### config.mk
export PLATFORM = sky130hd
export DESIGN_NAME = map_drawer
export DESIGN_NICKNAME = d
export VERILOG_FILES = /design/src/rtl/map_drawer.sv
export SDC_FILE = /design/constraint.sdc
export NUM_CORES = 1
export LEC_CHECK = 0
export ABC_AREA = 1
export BUFFER_PORTS_ARGS = -buffer_cell sky130_fd_sc_hd__buf_4
export CORE_ASPECT_RATIO = 1.5
export CORE_MARGIN = 5
export CORE_UTILIZATION = 50
export CTS_BUF_LIST = sky130_fd_sc_hd__clkbuf_16
export DETAILED_ROUTE_END_ITERATION = 10
export PLACE_DENSITY = 0.86
export RECOVER_POWER = 100
export SLEW_MARGIN = 25
export SYNTH_ARGS = -nofsm -noshare
export SYNTH_HDL_FRONTEND = slang
export SYNTH_SLANG_ARGS = --single-unit
### constraint.sdc
create_clock -name clock -period 1.75 [get_ports clock]
set_input_delay 0 -clock clock [delete_from_list [all_inputs] [get_ports clock]]
set_output_delay 0 -clock clock [all_outputs]
set_load 0.05 [all_outputs]
### src/rtl/map_drawer.sv
// map_drawer: raster sweep of the 160x120 background map.
// Streams one ROM pixel per cycle to the VGA adapter, then pulses done.
module map_drawer #(
    parameter int X_MAX    = 160,
    parameter int Y_MAX    = 120,
    parameter int COLOUR_W = 3
) (
    input  logic                clock,
    input  logic                resetn,
    input  logic                draw_map,
    output logic                draw_map_done,
    output logic [14:0]         rom_address,
    input  logic [COLOUR_W-1:0] rom_q,
    output logic [7:0]          vga_x,
    output logic [6:0]          vga_y,
    output logic [COLOUR_W-1:0] vga_colour,
    output logic                vga_plot
);

    localparam logic [2:0] S_IDLE  = 3'd0;
    localparam logic [2:0] S_RUN   = 3'd1;
    localparam logic [2:0] S_FLUSH = 3'd2;
    localparam logic [2:0] S_DONE  = 3'd3;
    localparam logic [2:0] S_HOLD  = 3'd4;

    localparam logic [7:0] X_LAST = 8'(X_MAX - 1);
    localparam logic [6:0] Y_LAST = 7'(Y_MAX - 1);

    logic [2:0] state_q, state_d;
    logic [7:0] x_q, x_d;
    logic [6:0] y_q, y_d;
    logic [7:0] vga_x_q, vga_x_d;
    logic [6:0] vga_y_q, vga_y_d;
    logic       plot_q, plot_d;

    // Next-state, sweep counters and plot register inputs.
    always_comb begin
        state_d = state_q;
        x_d     = x_q;
        y_d     = y_q;
        vga_x_d = vga_x_q;
        vga_y_d = vga_y_q;
        plot_d  = 1'b0;
        case (state_q)
            S_IDLE: begin
                x_d = 8'd0;
                y_d = 7'd0;
                if (draw_map) begin
                    state_d = S_RUN;
                end
            end
            S_RUN: begin
                if (!draw_map) begin
                    state_d = S_IDLE;
                end else begin
                    vga_x_d = x_q;
                    vga_y_d = y_q;
                    plot_d  = 1'b1;
                    if (x_q == X_LAST) begin
                        if (y_q == Y_LAST) begin
                            state_d = S_FLUSH;
                        end else begin
                            x_d = 8'd0;
                            y_d = y_q + 7'd1;
                        end
                    end else begin
                        x_d = x_q + 8'd1;
                    end
                end
            end
            S_FLUSH: begin
                state_d = draw_map ? S_DONE : S_IDLE;
            end
            S_DONE: begin
                state_d = draw_map ? S_HOLD : S_IDLE;
            end
            S_HOLD: begin
                if (!draw_map) begin
                    state_d = S_IDLE;
                end
            end
            default: begin
                state_d = S_IDLE;
            end
        endcase
    end

    // State and datapath registers.
    always_ff @(posedge clock or negedge resetn) begin
        if (!resetn) begin
            state_q <= S_IDLE;
            x_q     <= 8'd0;
            y_q     <= 7'd0;
            vga_x_q <= 8'd0;
            vga_y_q <= 7'd0;
            plot_q  <= 1'b0;
        end else begin
            state_q <= state_d;
            x_q     <= x_d;
            y_q     <= y_d;
            vga_x_q <= vga_x_d;
            vga_y_q <= vga_y_d;
            plot_q  <= plot_d;
        end
    end

    // y*160 + x as shifts; the largest value 19199 fits in 15 bits.
    assign rom_address = {1'b0, y_q, 7'b0}
                       + {3'b0, y_q, 5'b0}
                       + {7'b0, x_q};

    assign vga_x         = vga_x_q;
    assign vga_y         = vga_y_q;
    assign vga_plot      = plot_q;
    assign vga_colour    = rom_q;
    assign draw_map_done = (state_q == S_DONE);

endmodule
==> results of run 1 <==
## worst max-delay path: cells and delay by family, from the launching register on
family	cells	cell delay [ns]
xor gates and xnor gates	1	0.14
adders and majority gates	2	0.91
buffers and inverters	3	0.28
DFF	1	0.36
and+or+nand+nor	4	0.31
## timing repair
| action | 4_1_cts | 5_1_grt |
|---|---|---|
| setup buffers | 3 | 2 |
| pin swaps | 4 | 9 |
| endpoints found under the hold margin | 35 | 0 |
| hold buffers | 2 | 0 |
| gates resized for setup | 20 | 10 |
| setup endpoints to repair | 8 | 22 |
## worst paths after layout
path | slack (ns) | depth (start not counted) | end
max in group asynchronous | 0.89 | 2 | vga_y[6]
max | -0.53 | 10 | rom_address[12]
max reg2reg | -0.01 | 9 | y_q[0]
min | 0.00002 | 0 | vga_colour[2]
min reg2reg | 0.47 | 2 | vga_y[1]
min in group asynchronous | 0.35 | 2 | vga_plot
## Yosys cell counts, drive strengths merged
cell type	number
a21oi	7
ha	15
or2	1
xor2	8
nor2	18
nand2	96
xnor2	2
nand3b	1
inv	25
a21boi	1
o21a	1
o21ai	18
nand4	5
nand3	20
buf	13
dfrtp	34
a21o	1
nor3	2
fa	2
## layer usage
layer	global-route usage, %	vias to the layer above
met5	0	-
met4	9.012	0
met3	3.491	11
met2	37.07	44
met1	20.32	928
li1	-	969
## registers in the layout, summed over array words and instances, names as in the netlist
name	flops
y_q	7
vga_y	7
x_q	8
vga_plot	1
vga_x	8
state_q	3
## power by group
part           total [mW]  leakage, nW  switching, mW  internal (mW)
clock               0.796       0.0723          0.289          0.507
combinational        1.63        0.954           1.17          0.461
sequential           1.01        0.467          0.101          0.909
## placed cells by master, fill, tap and decap left out, types with 5 or more instances in the layout
| cell type | Yosys | layout |
|---|---|---|
| nand2_1 | 93 | 85 |
| dfrtp_1 | 34 | 34 |
| buf_4 | 9 | 27 |
| clkbuf_1 | 0 | 23 |
| inv_1 | 23 | 20 |
| nor2_1 | 13 | 15 |
| o21ai_0 | 15 | 15 |
| nand3_1 | 18 | 13 |
| ha_1 | 15 | 12 |
| buf_6 | 1 | 9 |
| inv_2 | 2 | 7 |
| nand3_2 | 2 | 6 |
| nand2_2 | 3 | 6 |
| nand2_4 | 0 | 5 |
| nand4_1 | 5 | 5 |
| clkbuf_16 | 0 | 5 |
## area by class of cell
type                       count  area, um^2
multi-input combinational    198        1274
timing repair buffer          65       440.4
tap                           46       57.56
inverter                      25       93.84
clock buffer                   5       125.1
fill                         337        1324
clock inverter                 2       7.507
sequential                    34       850.8
## logic make-up (layout without fill, tap and decap cells)
group / Yosys count / count (layout)
and+or+nand+nor: 143 / 143
xor gates and xnor gates: 10 / 10
adders and majority gates: 17 / 17
DFF: 34 / 34
AOI/OAI and AO/OA: 28 / 28
buffers and inverters: 38 / 97
## stage by stage
stage / instance area (um^2) / util (%) / std cells / hold slack (ns) / setup WS (ns)
final: 2849 / 68.28 / 375 / 0.00002197 / -0.5311
after global routing: 2849 / 68.28 / 375 / 0.00007527 / -0.6416
after CTS: 2904 / 69.60 / 374 / 0.0003700 / -0.5093
after detailed placement: 2650 / 63.51 / 362 / -0.03302 / -0.3077
after global placement: 2650 / 63.51 / 362 / -0.03186 / -0.2058
after floorplan: 2250 / - / 270 / -0.2956 / -0.2965
==> metrics.md, run 1 <==
| Metric | Value |
|---|---|
| WL met2 | approximately 3000 um |
| Post-Route Setup TNS | -3.781 ns |
| Largest family of logic cells by synthesized area | simple AND/OR/NAND/NOR gates |
| Routed len/inst | ~14 um |
| GPL Wtd Cong | between 0.9 and 1 |
| Total GRT Usage | between 10% and 20% |
| Syn avg cell area | between 7 and 8 um^2 |
| Initial antenna violation count | 0 |
| Largest area contributor in the netlist | dfrtp_1 |
| Nets | between 300 and 400 |
| Via count of the first global-routing pass | ~2000 |
| Detailed-routed wire length on met3 | 168 um |
| Fraction of layout cells with a size suffix above 1 | a little over a quarter |
| CP endpoint kind | primary output |
| CTS tree | yes |
| CTS buffer count | 5 |
| Slew @ Worst Pin | approximately 0.8 ns |
| XOR/XNOR Fraction of Synth Area | just over 4% |
| Port Buf Inserts | 34 |
| Synth top area share | 40.07% |
| Die height | 89.81 um |
| Vias per std cell | 5.205 |
| Sink Count | 34 |
| Worst Hold Class | in2out |
| Area growth syn-to-layout | 34.18% |
| Pwr per Cell Area | 1205 mW/mm^2 |
| Yosys reg bits | 34 |
| Register area share after synthesis | 40.07% |
| Fmax | 0.4384 GHz |
| Fin crit share | 130.3% |
| Worst vdd ir | approximately 1.4 mV |
| First-pass GRT wire length | 8921 um |
| Post-synthesis mux area share | 0% |
| Highest metal used | met4 |
| YS warnings | 0 |
| Slowest CP cell | fa_1 |
| RSZ-0062 raised after global routing | true |
| CTS root buf | clkbuf_16 |
| # H-tree levels | 2 |
| Leak Pwr | between 1 and 1.5 nW |
| Status | complete, but fails checks |
| Num rows | 29 |
| Max-slew headroom | 45.87% |
| Clk buf depth | 2 |
| Total Wirelength | between 5000 and 6000 um |
| Crit-path cells | inv_2, fa_1, inv_2, fa_2, nand3_2, nand2_2, nand2_2, nand2_4, xor2_4, buf_6 |
| Hold_sp | rom_q[2] |
| Core Box Area | 0.004173 mm^2 |
| Hold Fails Final Rpt | 0 |
| Initial core utilization | approximately half |
| Syn Nets | 293 |
| Total gr overflow | 0 |
| Largest net degree at the start of global routing | 35 |
| Wire length on met1 | around 1900 um |
| Crit path launch type | flip-flop |
| Critical Path Max Stage Delay | roughly 0.56 ns |
| Die width | between 60 and 70 um |
| Layout Skew | between 0.004 and 0.005 ns |
| Clk_lat worst skew | roughly 0.28 ns |
| DRC | 0 |
| Num ports | 41 |
| Total number of vias | 1952 |
| Ant. Diodes | 0 |
| Post-DRT Antenna Nets | 0 |
| Crit path max fanout | 2 |
| Total power | roughly 3.4 mW |
| Final worst setup slack | -0.5311 ns |
| Die footprint | roughly 0.0057 mm^2 |
| Post-synthesis simple-gate area fraction | between 20% and 30% |
| Compound-Gate Fraction of Synth Area | between 7 and 8% |
| Detailed-router iteration count before antenna repair | 4 |
| Number of max-cap violations | 0 |
| Syn Inst Count | 270 |
| CP Data Required Time | 1.75 ns |
| Post-synthesis adder-cell area fraction | between 10% and 20% |
| Crit path time final | 2.281 ns |
| Final Max Slew Viols | 0 |
| Synth area leaders | dfrtp_1, nand2_1, ha_1, nand3_1, inv_1 |
| Final setup fails | 9 |
| Synthesized area | around 0.0021 mm^2 |
| Worst setup path category | reg2out |
| Detail Placement HPWL | between 3000 and 4000 um |
| Worst-path clk slew | roughly 0.050 ns |
| Yosys cell types | 28 |
| Starting DRT DRC Count | between 50 and 60 |
| Worst setup path startpoint | x_q[7] |
| R2R Path Start | y_q[0] |
| Failing checks | setup timing |
| WP data arrival | between 2 and 2.5 ns |
(Power assumes the default switching activity.)
==> run 2, diff against run 1 <==
--- a/config.mk
+++ b/config.mk
@@ -14,6 +14,7 @@
 export DETAILED_ROUTE_END_ITERATION = 10
 export PLACE_DENSITY = 0.86
 export RECOVER_POWER = 100
+export SETUP_SLACK_MARGIN = 0.5
 export SLEW_MARGIN = 25
 export SYNTH_ARGS = -nofsm -noshare
 export SYNTH_HDL_FRONTEND = slang
==> run 2 against run 1 <==
The run still ends with setup timing left. Critical path depth stayed put. Final cell count is 4.0% higher. Worst hold slack hardly changed. Sequential share of layout area is 4.0 points lower. Die area stayed put. Combinational power is 53% higher. Non-clock buffer count is 11 higher. Clock-buffer cell count stayed put. Clock skew is 0.00078 ns higher. Maximum frequency is 3.7% lower. Via count is 19% higher. First-iteration DRC count grew to 3.3 times the previous value. Largest power group unchanged. Highest routed layer unchanged.
==> metrics.md, run 2 (synthesized netlist as in run 1, its figures left out) <==
| Metric | Value |
|---|---|
| Initial core utilization | 50.88% (unchanged) |
| NetSw | 2.163 mW (was 1.556 mW) |
| Worst-path clk slew | 0.05 ns (about the same) |
| Layout Skew | 0.005004 ns (was 0.004220 ns) |
| Crit path launch type | flip-flop (unchanged) |
| Fraction of layout cells with a size suffix above 1 | 45.06% (was 26.75%) |
| Clk buf depth | 2 (unchanged) |
| Num ports | 41 (unchanged) |
| Crit-path cells | inv_2, fa_1, inv_2, fa_2, nand3_2, nand2_2, nand2_2, nand2_4, xor2_4, buf_6 (unchanged) |
| Pwr per Cell Area | 1322 mW/mm^2 (was 1205 mW/mm^2) |
| Post-DRT Antenna Nets | 0 (unchanged) |
| Port Buf Inserts | 34 (unchanged) |
| CTS buffer count | 5 (unchanged) |
| Slew @ Worst Pin | 0.8726 ns (was 0.8119 ns) |
| CTS root buf | clkbuf_16 (unchanged) |
| Flop pwr share | 24.0% (was 29.4%) |
| Final Max Slew Viols | 0 (unchanged) |
| Detail Placement HPWL | 3893 um (was 3848 um) |
| Detailed-router iteration count before antenna repair | 5 (was 4) |
| Crit path max fanout | 2 (unchanged) |
| Core Box Area | 0.004173 mm^2 (unchanged) |
| Dpl ws | -0.2586 ns (was -0.3077 ns) |
| Clk_lat worst skew | 0.28 ns (about the same) |
| WP data arrival | 2.37 ns (was 2.28 ns) |
| Max-slew headroom | 41.83% (was 45.87%) |
| Critical Path Max Stage Delay | 0.55 ns (was 0.56 ns) |
| Total number of vias | 2325 (was 1952) |
| Vias per std cell | 5.962 (was 5.205) |
| Starting DRT DRC Count | 172 (was 52) |
| Leak Pwr | 1.679 nW (was 1.493 nW) |
| Logic pwr share | 57.1% (was 47.4%) |
| CP endpoint kind | primary output (unchanged) |
| Register-to-register setup slack | -0.10 ns (was -0.01 ns) |
| Number of max-cap violations | 0 (unchanged) |
| Worst Hold Class | in2out (unchanged) |
| Commonest non-fill, non-tap cell in the layout | nand2_1 (unchanged) |
| Failing checks | setup timing (unchanged) |
| Area growth syn-to-layout | 55.57% (was 34.18%) |
| DRC | 0 (unchanged) |
| Largest net degree at the start of global routing | 35 (unchanged) |
| First-pass GRT wire length | 11980 um (was 8921 um) |
| # H-tree levels | 2 (unchanged) |
| Worst setup path category | reg2out (unchanged) |
| Sw frac | 49.51% (was 45.33%) |
| Routed len/inst | 21.50 um (was 13.92 um) |
| Die width | 63.21 um (unchanged) |
| Placed instance area | 0.002664 mm^2 (was 0.002650 mm^2) |
| Initial antenna violation count | 0 (unchanged) |
| Final setup fails | 30 (was 9) |
| Fmax | 0.4223 GHz (was 0.4384 GHz) |
| Most frequent cells in the layout | nand2_1, buf_4, dfrtp_1 (was nand2_1, dfrtp_1, buf_4) |
| Nets | 367 (was 352) |
| Worst vdd ir | 1.309 mV (was 1.350 mV) |
| Die footprint | 0.005676 mm^2 (unchanged) |
| Status | complete, but fails checks (unchanged) |
| Final worst setup slack | -0.6178 ns (was -0.5311 ns) |
| Total Wirelength | 8384 um (was 5220 um) |
| Total GRT Usage | 27.02% (was 19.66%) |
| Crit path time final | 2.368 ns (was 2.281 ns) |
| P_int | 2.205 mW (was 1.877 mW) |
| Via count of the first global-routing pass | 2530 (was 1968) |
| Slowest CP cell | fa_1 (unchanged) |
| Ant. Diodes | 0 (unchanged) |
| RSZ-0062 raised after global routing | true (unchanged) |
| Total gr overflow | 0 (unchanged) |
| CP Data Required Time | 1.75 ns (about the same) |
| Clock power share | 18.9% (was 23.2%) |
| Num rows | 29 (unchanged) |
| Sink Count | 34 (unchanged) |
| Final Instance Area | 0.003303 mm^2 (was 0.002849 mm^2) |
| Die height | 89.81 um (unchanged) |
| GPL Wtd Cong | 0.8983 (was 0.9232) |
| Hold Fails Final Rpt | 0 (unchanged) |
| CTS tree | yes (unchanged) |
| Fin crit share | 135.3% (was 130.3%) |
-- run 2: metrics by stage --
| stage | util (%) | power [mW] | TNS (ns) | std cells | hold slack, ns |
|---|---|---|---|---|---|
| floorplan | - | 2.265 | -1.537 | 270 | -0.2956 |
| CTS | 78.59 | 4.138 | -3.495 | 385 | 0.0003409 |
| global placement | 63.84 | 2.633 | -1.079 | 361 | -0.03308 |
| global route | 79.16 | 4.534 | -7.246 | 390 | 0.00007382 |
| detailed placement | 63.84 | 2.669 | -1.433 | 361 | -0.03174 |
| finish | 79.16 | 4.368 | -5.109 | 390 | 0.00002197 |
-- run 2: final cells by class --
type | count | area [um^2]
inverter | 25 | 125.1
sequential | 34 | 853.3
timing repair buffer | 76 | 550.5
clock inverter | 2 | 7.507
tap | 46 | 57.56
fill | 252 | 869.6
clock buffer | 5 | 125.1
timing repair inverter | 3 | 41.29
multi-input combinational | 199 | 1543
-- run 2: path summary, 6_finish.rpt --
| path | startpoint | end | cells after the start |
|---|---|---|---|
| setup / recovery | y_q[0] | rom_address[12] | 10 |
| setup reg to reg | y_q[0] | x_q[4] | 9 |
| min in group asynchronous | resetn | x_q[3] | 2 |
| hold / removal | rom_q[0] | vga_colour[0] | 0 |
| max in group asynchronous | resetn | state_q[2] | 2 |
| hold reg to reg | vga_x[1] | vga_x[1] | 2 |
-- run 2: metal layers --
metal	vias to the layer above	track usage, %	share of wire, %
met1	1122	25.18	32
met2	146	46.15	54
met3	53	6.484	7.4
met4	0	25.65	7.1
li1	1004	-	-
met5	-	0	0
-- run 2: critical path, delay by kind of cell (launching register included) --
| kind | cells | cell delay [ns] |
|---|---|---|
| XOR/XNOR | 1 | 0.16 |
| adder cells (fa/ha/maj) | 2 | 0.92 |
| buffers and inverters | 3 | 0.29 |
| flip-flops | 1 | 0.39 |
| AND/OR/NAND/NOR | 4 | 0.33 |
-- run 2: what timing repair did --
item / CTS / global route
hold buffers: 2 / 0
pin swaps: 31 / 12
setup buffers: 11 / 5
gates resized for setup: 98 / 45
setup endpoints to repair: 43 / 43
cloned: 4 / 0
hold endpoints to repair: 35 / 0
-- run 2: power groups by stage --
| stage | combinational [mW] | sequential [mW] | clock (mW) |
|---|---|---|---|
| global placement | 1.61 | 1.03 | 0 |
| CTS | 2.29 | 1.03 | 0.811 |
| detailed placement | 1.64 | 1.03 | 0 |
| finish | 2.49 | 1.05 | 0.825 |
| floorplan | 1.07 | 1.19 | 0 |
| global route | 2.60 | 1.06 | 0.875 |
